--- config.mk ---
export PLATFORM = sky130hd
export DESIGN_NAME = nco_phase_gen
export DESIGN_NICKNAME = d
export VERILOG_FILES = /design/src/rtl/nco_phase_gen_pkg.sv /design/src/rtl/nco_phase_gen_phase_acc.sv /design/src/rtl/nco_phase_gen.sv
export SDC_FILE = /design/constraint.sdc
export NUM_CORES = 1
export LEC_CHECK = 0
export BUFFER_PORTS_ARGS = -buffer_cell sky130_fd_sc_hd__buf_2
export CORE_MARGIN = 3
export CORE_UTILIZATION = 53
export DETAILED_ROUTE_END_ITERATION = 10
export PLACE_DENSITY = 0.78
export SLEW_MARGIN = 20
export SYNTH_ARGS = -nofsm -noshare
export SYNTH_HDL_FRONTEND = slang
export SYNTH_SLANG_ARGS = --single-unit
--- constraint.sdc ---
create_clock -name clk -period 3.8 [get_ports clk]
set_clock_uncertainty 0.2 [all_clocks]
set_input_delay 0.95 -clock clk [delete_from_list [all_inputs] [get_ports clk]]
set_output_delay 0.95 -clock clk [all_outputs]
set_load 0.02 [all_outputs]
--- src/rtl/nco_phase_gen_pkg.sv ---
// Shared definitions for the NCO front end, the cosine LUT wrapper and the DAC stages.
package nco_phase_gen_pkg;

  localparam int NCO_PHASE_WIDTH = 24;
  localparam int NCO_ADDR_WIDTH  = 10;
  localparam int NCO_DATA_WIDTH  = 16;
  localparam int NCO_CNT_WIDTH   = 16;

  typedef enum logic [1:0] {
    ST_IDLE  = 2'd0,
    ST_RUN   = 2'd1,
    ST_DRAIN = 2'd2
  } nco_state_e;

endpackage

--- src/rtl/nco_phase_gen_phase_acc.sv ---
// Phase accumulator with offset adder; the LUT address is the truncated top bits of acc + ofs.
module phase_acc #(
  parameter int PW = 24,
  parameter int AW = 10
) (
  input  logic          clk,
  input  logic          rst_n,
  input  logic          i_load,
  input  logic          i_step,
  input  logic [PW-1:0] i_fcw,
  input  logic [PW-1:0] i_ofs,
  output logic [AW-1:0] o_addr
);

  localparam int SHIFT = PW - AW;

  logic [PW-1:0] r_acc;
  logic [AW-1:0] r_addr;
  logic [PW-1:0] w_base;
  logic [PW-1:0] w_sum;
  logic [AW-1:0] w_addr;

  // Sample 0 of a run always sits at the bare offset, so a load adds the offset to zero.
  assign w_base = i_load ? '0 : r_acc;
  assign w_sum  = w_base + i_ofs;
  assign w_addr = AW'(w_sum >> SHIFT);
  assign o_addr = r_addr;

  // Load restarts the phase at fcw; step advances it and registers the next address.
  always_ff @(posedge clk or negedge rst_n) begin
    if (!rst_n) begin
      r_acc  <= '0;
      r_addr <= '0;
    end else if (i_load) begin
      r_acc  <= i_fcw;
      r_addr <= w_addr;
    end else if (i_step) begin
      r_acc  <= r_acc + i_fcw;
      r_addr <= w_addr;
    end
  end

endmodule

--- src/rtl/nco_phase_gen.sv ---
// NCO front end: config latch, run/drain sequencing, LUT address issue and sample register.
//
// state    | meaning
// ---------+----------------------------------------------------------
// ST_IDLE  | waiting for start; config handshake open
// ST_RUN   | issuing one LUT address per cycle
// ST_DRAIN | nothing issued; last sample's out_valid completes here
module nco_phase_gen
  import nco_phase_gen_pkg::*;
#(
  parameter int PHASE_WIDTH = NCO_PHASE_WIDTH,
  parameter int ADDR_WIDTH  = NCO_ADDR_WIDTH,
  parameter int DATA_WIDTH  = NCO_DATA_WIDTH,
  parameter int CNT_WIDTH   = NCO_CNT_WIDTH
) (
  input  logic                   clk,
  input  logic                   rst_n,
  input  logic                   cfg_valid,
  output logic                   cfg_ready,
  input  logic [PHASE_WIDTH-1:0] cfg_fcw,
  input  logic [PHASE_WIDTH-1:0] cfg_phase_ofs,
  input  logic [CNT_WIDTH-1:0]   cfg_num,
  input  logic                   start,
  input  logic                   stop,
  output logic [ADDR_WIDTH-1:0]  lut_rd_addr,
  input  logic [DATA_WIDTH-1:0]  lut_rd_data,
  output logic                   out_valid,
  output logic [DATA_WIDTH-1:0]  out_data,
  output logic                   busy
);

  nco_state_e             r_state;
  logic [PHASE_WIDTH-1:0] r_fcw;
  logic [PHASE_WIDTH-1:0] r_ofs;
  logic [CNT_WIDTH-1:0]   r_num;
  logic [CNT_WIDTH-1:0]   r_cnt;
  logic                   r_addr_valid;
  logic                   r_out_valid;
  logic [DATA_WIDTH-1:0]  r_out_data;

  logic                   w_idle;
  logic                   w_cfg_acc;
  logic                   w_start;
  logic                   w_end;
  logic                   w_step;
  logic [PHASE_WIDTH-1:0] w_fcw;
  logic [PHASE_WIDTH-1:0] w_ofs;

  assign w_idle    = (r_state == ST_IDLE);
  assign w_cfg_acc = cfg_valid && w_idle;
  assign w_start   = start && w_idle;
  // A config accepted on the start edge must already govern sample 0.
  assign w_fcw     = w_cfg_acc ? cfg_fcw : r_fcw;
  assign w_ofs     = w_cfg_acc ? cfg_phase_ofs : r_ofs;
  assign w_end     = stop || ((r_num != '0) && (r_cnt == r_num));
  assign w_step    = (r_state == ST_RUN) && !w_end;

  assign cfg_ready = w_idle;
  assign busy      = !w_idle || r_out_valid;
  assign out_valid = r_out_valid;
  assign out_data  = r_out_data;

  phase_acc #(
    .PW (PHASE_WIDTH),
    .AW (ADDR_WIDTH)
  ) u_phase_acc (
    .clk    (clk),
    .rst_n  (rst_n),
    .i_load (w_start),
    .i_step (w_step),
    .i_fcw  (w_fcw),
    .i_ofs  (w_ofs),
    .o_addr (lut_rd_addr)
  );

  // Run sequencing: config latch, sample counter and address-valid flag.
  always_ff @(posedge clk or negedge rst_n) begin
    if (!rst_n) begin
      r_state      <= ST_IDLE;
      r_fcw        <= '0;
      r_ofs        <= '0;
      r_num        <= '0;
      r_cnt        <= '0;
      r_addr_valid <= 1'b0;
    end else begin
      case (r_state)
        ST_IDLE: begin
          if (w_cfg_acc) begin
            r_fcw <= cfg_fcw;
            r_ofs <= cfg_phase_ofs;
            r_num <= cfg_num;
          end
          if (start) begin
            r_state      <= ST_RUN;
            r_cnt        <= CNT_WIDTH'(1);
            r_addr_valid <= 1'b1;
          end
        end
        ST_RUN: begin
          if (w_end) begin
            r_state      <= ST_DRAIN;
            r_addr_valid <= 1'b0;
          end else begin
            r_cnt        <= r_cnt + CNT_WIDTH'(1);
            r_addr_valid <= 1'b1;
          end
        end
        ST_DRAIN: begin
          r_state <= ST_IDLE;
        end
        default: begin
          r_state      <= ST_IDLE;
          r_addr_valid <= 1'b0;
        end
      endcase
    end
  end

  // Capture the LUT word one cycle after its address was issued.
  always_ff @(posedge clk or negedge rst_n) begin
    if (!rst_n) begin
      r_out_valid <= 1'b0;
      r_out_data  <= '0;
    end else begin
      r_out_valid <= r_addr_valid;
      if (r_addr_valid) begin
        r_out_data <= lut_rd_data;
      end
    end
  end

endmodule

; ---- Word-level counts from Yosys, hierarchy flattened
; Index checks and enable logic that the tools add are counted.
[classes]
eq_ne = 6
add_sub_neg = 3
n_mux = 16
n_reduce_logical = 16
bitwise = 1
[ops]
columns = cell, count
row1 = $mux W24, 5
row2 = $add A24 B24 Y24, 2
row3 = $mux W16, 2
row4 = $pmux W16 S2, 1
row5 = $mux W10, 2
row6 = $add A16 B1 Y16 const B, 1
row7 = $eq A16 B16 Y1, 1
row8 = $reduce_bool A16 Y1, 1
row9 = $ne A2 B2 Y1 const B, 3
row10 = $reduce_and A2 Y1, 3
row11 = $logic_and A1 B1 Y1, 4
row12 = $mux W2, 2
row13 = $pmux W2 S2, 1
row14 = $reduce_bool A2 Y1, 2
row15 = $pmux W1 S3, 1
row16 = $reduce_and A3 Y1, 1
row17 = $eq A2 B1 Y1 const B, 1
row18 = $eq A2 B2 Y1 const B, 1
row19 = $logic_not A1 Y1, 2
row20 = $logic_not A2 Y1, 1
row21 = $logic_or A1 B1 Y1, 2
row22 = $mux W1, 2
row23 = $not A1 Y1, 1
[totals]
elab_cells = 52
input_bits = 85
register_bits = 134
output_inout_bits = 29

; ---- Longest topological paths before layout
[logic_depth]
word_depth = 7
depth_mapped = 14

; ---- Hierarchy
; A second synthesis with hierarchy kept.
[hier_totals]
cells_unflattened = 774
hier_area_um2 = 8282.9
[modules_own_cells]
columns = mod, seq_area_each_um2, area_each_um2, instances, cells_per_inst
row1 = nco_phase_gen, 2502.4, 4877.2, 1, 366
row2 = phase_acc, 850.8, 3405.8, 1, 408

; ---- Worst setup path after synthesis
; No wires, ideal clock.
[synth_timing]
path_kind = input -> register
startpoint = input cfg_valid
endpoint = register u_phase_acc.r_addr[9] (netlist: u_phase_acc.o_addr[9])
required_time_ns = 3.506
n_path_buf = 3
cell_stages = 14
setup_ns = 0.094
path_slack_ns = -0.676
arrival_time_ns = 4.182
path_cell_list = nor3b_1 > buf_6 > clkbuf_1 > clkbuf_1 > mux2_2 > ha_1 > a21o_1 > a221o_1 > nor3_1 > a211o_2 > o21ai_2 > a21oi_2 > xnor3_1 > a221oi_2
[synth_between]
elab_chain_len = 5
[synth_lines]
columns = element, line
row1 = start: declaration, nco_phase_gen.sv:18  ; input logic cfg_valid,
row2 = $logic_and A1 B1 Y1 (*), nco_phase_gen.sv:50  ; assign w_cfg_acc = cfg_valid && w_idle;
row3 = $mux W24 (*), n/a
row4 = named net u_phase_acc.i_ofs[9], nco_phase_gen_phase_acc.sv:11  ; input logic [PW-1:0] i_ofs,
row5 = $add A24 B24 Y24 (*), nco_phase_gen_phase_acc.sv:25  ; assign w_sum = w_base + i_ofs;
row6 = $mux W10, nco_phase_gen_phase_acc.sv:37  ; end else if (i_step) begin
row7 = $mux W10 (*), nco_phase_gen_phase_acc.sv:34  ; end else if (i_load) begin
row8 = end signal: assignment, nco_phase_gen_phase_acc.sv:36  ; r_addr <= w_addr;
row9 = end signal: assignment, nco_phase_gen_phase_acc.sv:39  ; r_addr <= w_addr;
row10 = end: declaration, nco_phase_gen_phase_acc.sv:18  ; logic [AW-1:0] r_addr;
; Mark *: on every way through the listed nets, which the timed path passes. The rest lies on a longest branch. The select of a mux whose other input is x is not followed.
; A chain may end at the register's enable or synchronous reset.

; ---- Worst setup path after layout
[layout_timing]
startpoint = input cfg_valid
endpoint = register u_phase_acc.r_acc[23]
[layout_between]
elab_chain_len = 5
[layout_lines]
columns = element, line
row1 = $logic_and A1 B1 Y1, nco_phase_gen.sv:50
row2 = $mux W24, n/a
row3 = named net u_phase_acc.i_fcw[1], nco_phase_gen_phase_acc.sv:10  ; input logic [PW-1:0] i_fcw,
row4 = $add A24 B24 Y24, nco_phase_gen_phase_acc.sv:38  ; r_acc <= r_acc + i_fcw;
row5 = $mux W24, nco_phase_gen_phase_acc.sv:37
row6 = $mux W24, nco_phase_gen_phase_acc.sv:34
row7 = end signal: assignment, nco_phase_gen_phase_acc.sv:35  ; r_acc <= i_fcw;
row8 = end signal: assignment, nco_phase_gen_phase_acc.sv:38
row9 = end: declaration, nco_phase_gen_phase_acc.sv:17  ; logic [PW-1:0] r_acc;
; The timed path passes the listed nets, and every way through them passes these cells. The select of a mux whose other input is x is not followed.

==> results.md <==
- The fraction of registers with async set/reset is 100%.
- The tightest hold path in the finished design has a slack of 0.269 ns.
- The final RePlAce weighted congestion is 0.927.
- Cells fill 71.3% of the core in the end.
- By area the synthesized netlist is led by dfrtp_1, mux2_2, ha_1.
- The die boundary width is 128 um.
- After the first detailed-routing iteration, the DRC count stood at 329.
- The start-to-end type of the worst setup path is input pin to flip-flop.
- STA classifies the critical path startpoint as an input pin.
- The critical path endpoint is u_phase_acc.r_acc[23].
- The worst reg2reg path depth is 13.
- The analysis attributes to cell leakage a power of 0.00480 uW.
- The total wirelength of the detailed-routed design is 19.9 mm.
- The number of pins exceeding their max-slew limit in the final report is 0.
- The cell-internal power is 6160 uW.
- Clock-pin slew was measured on the worst setup and hold paths at 0.06 ns.
- Measured along the y axis, the die boundary spans 128 um.
- The total of max-cap violations is 0.
- For this configuration, the core starts out at a cell density of 54.4%.
- The count of distinct cell types in the synthesized netlist is 55.
- For this design, the sink count on the clock tree is 134.
- The total power after layout is 10000 uW.
- The count of filler cells inserted in the layout is 1043.
- The number of routed nets with antenna violations is 0.
- For the worst setup path, the data arrival time is 3.80 ns.
- Synthesis produced a netlist with a net count of 875.
- Using the TritonRoute via totals, the vias-per-cell ratio works out to 5.72.
- In this run switching power makes up 38.6% of total power.
- The detail-routed net length per standard cell is 17.4 um.
- The first-pass iteration count of the detailed router is 5.
- The terminus of the critical flop-to-flop path is u_phase_acc.r_acc[23].
- The initial antenna violation count is 0.
- Clock tree synthesis inserted a total of 17 buffers.
- The synthesized design contains 134 register bits.
- The final non-filler cell total is 1144.
- The number of failing setup endpoints in the final timing report is 0.
- After routing, the total negative slack on setup checks comes to 0 ns.
- Detailed placement ended at an HPWL of 14.0 mm.
- The number of diodes added for antenna fixing is 0.
- Of all nets on the critical path, the largest fanout is 8.
- The combined area of the multi-input logic cells is 0.00468 mm^2.
- The measured slew at the worst slew-check pin is 0.673 ns.
- The number of hold-slack violations in the final timing report is 0.
- Of the total power, combinational logic draws 58.0%.
- The maximum frequency from static timing analysis is 0.267 GHz.
- The flow ran to the end, and the final reports show no timing, DRC or antenna violations.
- The type of the tightest min-delay check is input pin to async pin.
- The count of buffers added on input and output ports is 113.
- The required time of the critical path is 3.85 ns.
- After synthesis, the largest area contributor takes up 42.2% of total cell area.
- The sequential group share of total power is 24.8%.
- Setup repair after global routing could not meet its margin everywhere.
- The die covers 0.0165 mm^2.
- IR analysis of the VDD net gives a maximum drop of 533 uV.
- After detailed routing, the number of remaining DRC violations is 0.
- In this run, placement finished with an instance count of 1104.
- The library cell used as clock root buffer is clkbuf_16.
- The endpoint kind of the worst setup timing path is a flip-flop.
- The via count is 6543.
- The count of warnings emitted by yosys is 0.
- The post-route netlist has 42.8% of its cells at a drive strength greater than 1.
- The final period demand of the worst path is 3.75 ns.
- The fraction of the yosys area taken by sequential cells is 42.2%.
- The first global-routing pass estimated 31.7 mm of wire.
- The synthesized area per cell is 10.7 um^2.
- In this run the critical register-to-register path is launched from r_state[1].
- The largest net degree at the start of global routing is 56.
- The power per cell area is 964 mW/mm^2.
- The region available for standard cell placement spans 0.0146 mm^2.
- The level count of the clock H-tree is 4.
- Synthesis produced 740 cells.
- The critical path starts at cfg_valid.
- The global-route total usage across every layer is 23.9%.
- The count of boundary I/O pins is 114.
- Measured against its own limit, the worst slew margin works out to 55.1%.
- The latest clock arrival within the worst-skew pair is 0.42 ns.
- The final-stage net count is 1082.
- The total area of sequential cells is 0.00335 mm^2.
- The summed instance area of the synthesized netlist is 0.00794 mm^2.
- The number of global-route vias before repair is 6592.
- The number of rows created at floorplan is 44.
- The most used flip-flop cell after synthesis is dfrtp_1.
- The part of the cycle the worst path needs is 98.7%.
- The cell type with the highest aggregate area in the netlist is dfrtp_1.
- The TritonCTS clock tree is yes.
- After global routing the overflow that remains totals 0.
- The number of synthesized flops with an enable pin is 0.
- For this design the total switching power over the nets is 3870 uW.
- The buffer levels on the longest clock path is 2.
- The clock network is responsible for 17.1% of the overall power.
- Compared with the post-synthesis result, the final layout area differs by 30.9%.
- Across all register-to-register paths, the minimum setup slack is 0.12 ns.
==> kinds of logic (layout without fill, tap and decap cells) <==
kind of cell,Yosys count,in the layout,share of synthesized area [%]
fa+ha+maj,50,50,7.97
xor+xnor,55,55,6.24
mux,130,130,18.4
compound gates,145,145,11.8
flops,134,134,42.2
simple gates,187,187,11.4
buf+inv,39,259,1.95
==> per-layer routing <==
metal	GRT usage [%]	part of all wire, %
met5	0	0
met4	6.43	1.3
met1	31.7	43
met3	5.60	6.5
met2	39.6	49
==> power groups by stage <==
| stage | Clock [uW] | Sequential, uW | Combinational [uW] |
|---|---|---|---|
| final | 1720 | 2490 | 5820 |
| after global routing | 1820 | 2570 | 6390 |
| after CTS | 1750 | 2480 | 5440 |
| after detailed placement | 0 | 2490 | 5380 |
| after global placement | 0 | 2470 | 5240 |
| after floorplan | 0 | 2500 | 3550 |
==> Yosys cell counts (3+ instances only) <==
| cell type | count |
|---|---|
| or3_1 | 6 |
| nor3_1 | 12 |
| clkbuf_1 | 23 |
| dfrtp_1 | 134 |
| mux2i_1 | 5 |
| buf_1 | 3 |
| nand2_1 | 41 |
| nor2b_1 | 24 |
| a21oi_1 | 44 |
| a22oi_1 | 7 |
| o21ai_0 | 24 |
| a21o_1 | 18 |
| inv_1 | 10 |
| a311oi_1 | 3 |
| xor2_1 | 34 |
| nor2_1 | 56 |
| nor4_1 | 9 |
| a31oi_1 | 5 |
| a21boi_0 | 3 |
| o211ai_1 | 6 |
| o22ai_1 | 10 |
| mux2_2 | 124 |
| and3_1 | 7 |
| nand3_1 | 15 |
| a211oi_1 | 3 |
| nand2b_1 | 6 |
| xnor2_1 | 20 |
| ha_1 | 49 |
| nand4_1 | 6 |
==> cell usage in the layout (no fill, tap or decap), drive strengths merged, types with 5 or more instances in the layout <==
cell type / netlist / layout
a211oi: 5 / 5
a21o: 18 / 18
a21oi: 45 / 45
a22oi: 7 / 7
a31oi: 5 / 5
and3: 7 / 7
buf: 5 / 212
clkbuf: 23 / 22
clkinv: 0 / 8
dfrtp: 134 / 134
ha: 49 / 49
inv: 11 / 11
mux2: 125 / 125
mux2i: 5 / 5
nand2: 41 / 41
nand2b: 6 / 6
nand3: 15 / 15
nand4: 6 / 6
nor2: 56 / 56
nor2b: 24 / 24
nor3: 12 / 12
nor4: 9 / 9
o211ai: 6 / 6
o21ai: 27 / 27
o22ai: 10 / 10
or3: 6 / 6
xnor2: 20 / 20
xor2: 34 / 34
==> per-stage QoR <==
stage	worst slack (ns)	area, um^2
after detailed placement	-0.388	9470
after global routing	-0.0746	10400
final	0.0491	10400
after floorplan	-0.164	8120
after global placement	-0.271	9470
after CTS	0.0764	10100
==> flip-flops by register name, indices dropped and copies added, names as in the netlist <==
name / flops
r_num: 16
out_data: 16
out_valid: 1
r_state: 2
r_fcw: 24
r_ofs: 24
u_phase_acc.o_addr: 10
r_addr_valid: 1
r_cnt: 16
u_phase_acc.r_acc: 24
==> how the worst min path moves through the flow <==
stage | start | endpoint
floorplan | r_addr_valid | out_valid
global placement | u_phase_acc.o_addr[6] | u_phase_acc.o_addr[6]
detailed placement | u_phase_acc.o_addr[1] | u_phase_acc.o_addr[1]
CTS | rst_n | r_ofs[1]
global route | rst_n | r_ofs[1]
finish | rst_n | r_ofs[1]
==> layout make-up <==
type                       instances  share of cell area, %
clock buffer                      18                   4.22
clock inverter                    14                   1.76
inverter                          11                  0.397
multi-input combinational        567                   45.0
sequential                       134                   32.2
tap                              184                   2.21
timing repair buffer             216                   14.2
==> worst max-delay path, stage by stage <==
cell and delay (ns):
buf_6 0.06, nor3b_4 0.17, buf_6 0.17, clkbuf_16 0.17, mux2_4 0.33, ha_4 0.23, a211oi_4 0.28, o21ai_2 0.09
o311a_1 0.36, a21o_1 0.23, a21o_1 0.24, a31oi_1 0.21, mux2i_1 0.20, a311oi_1 0.10
==> repair_timing <==
action,CTS,global route
resized for setup,0,33
hold buffers,0,0
endpoints found under the hold margin,0,0
setup endpoints to repair,0,10
setup buffers,0,4
Note: power is estimated with default switching activity, not from simulation.
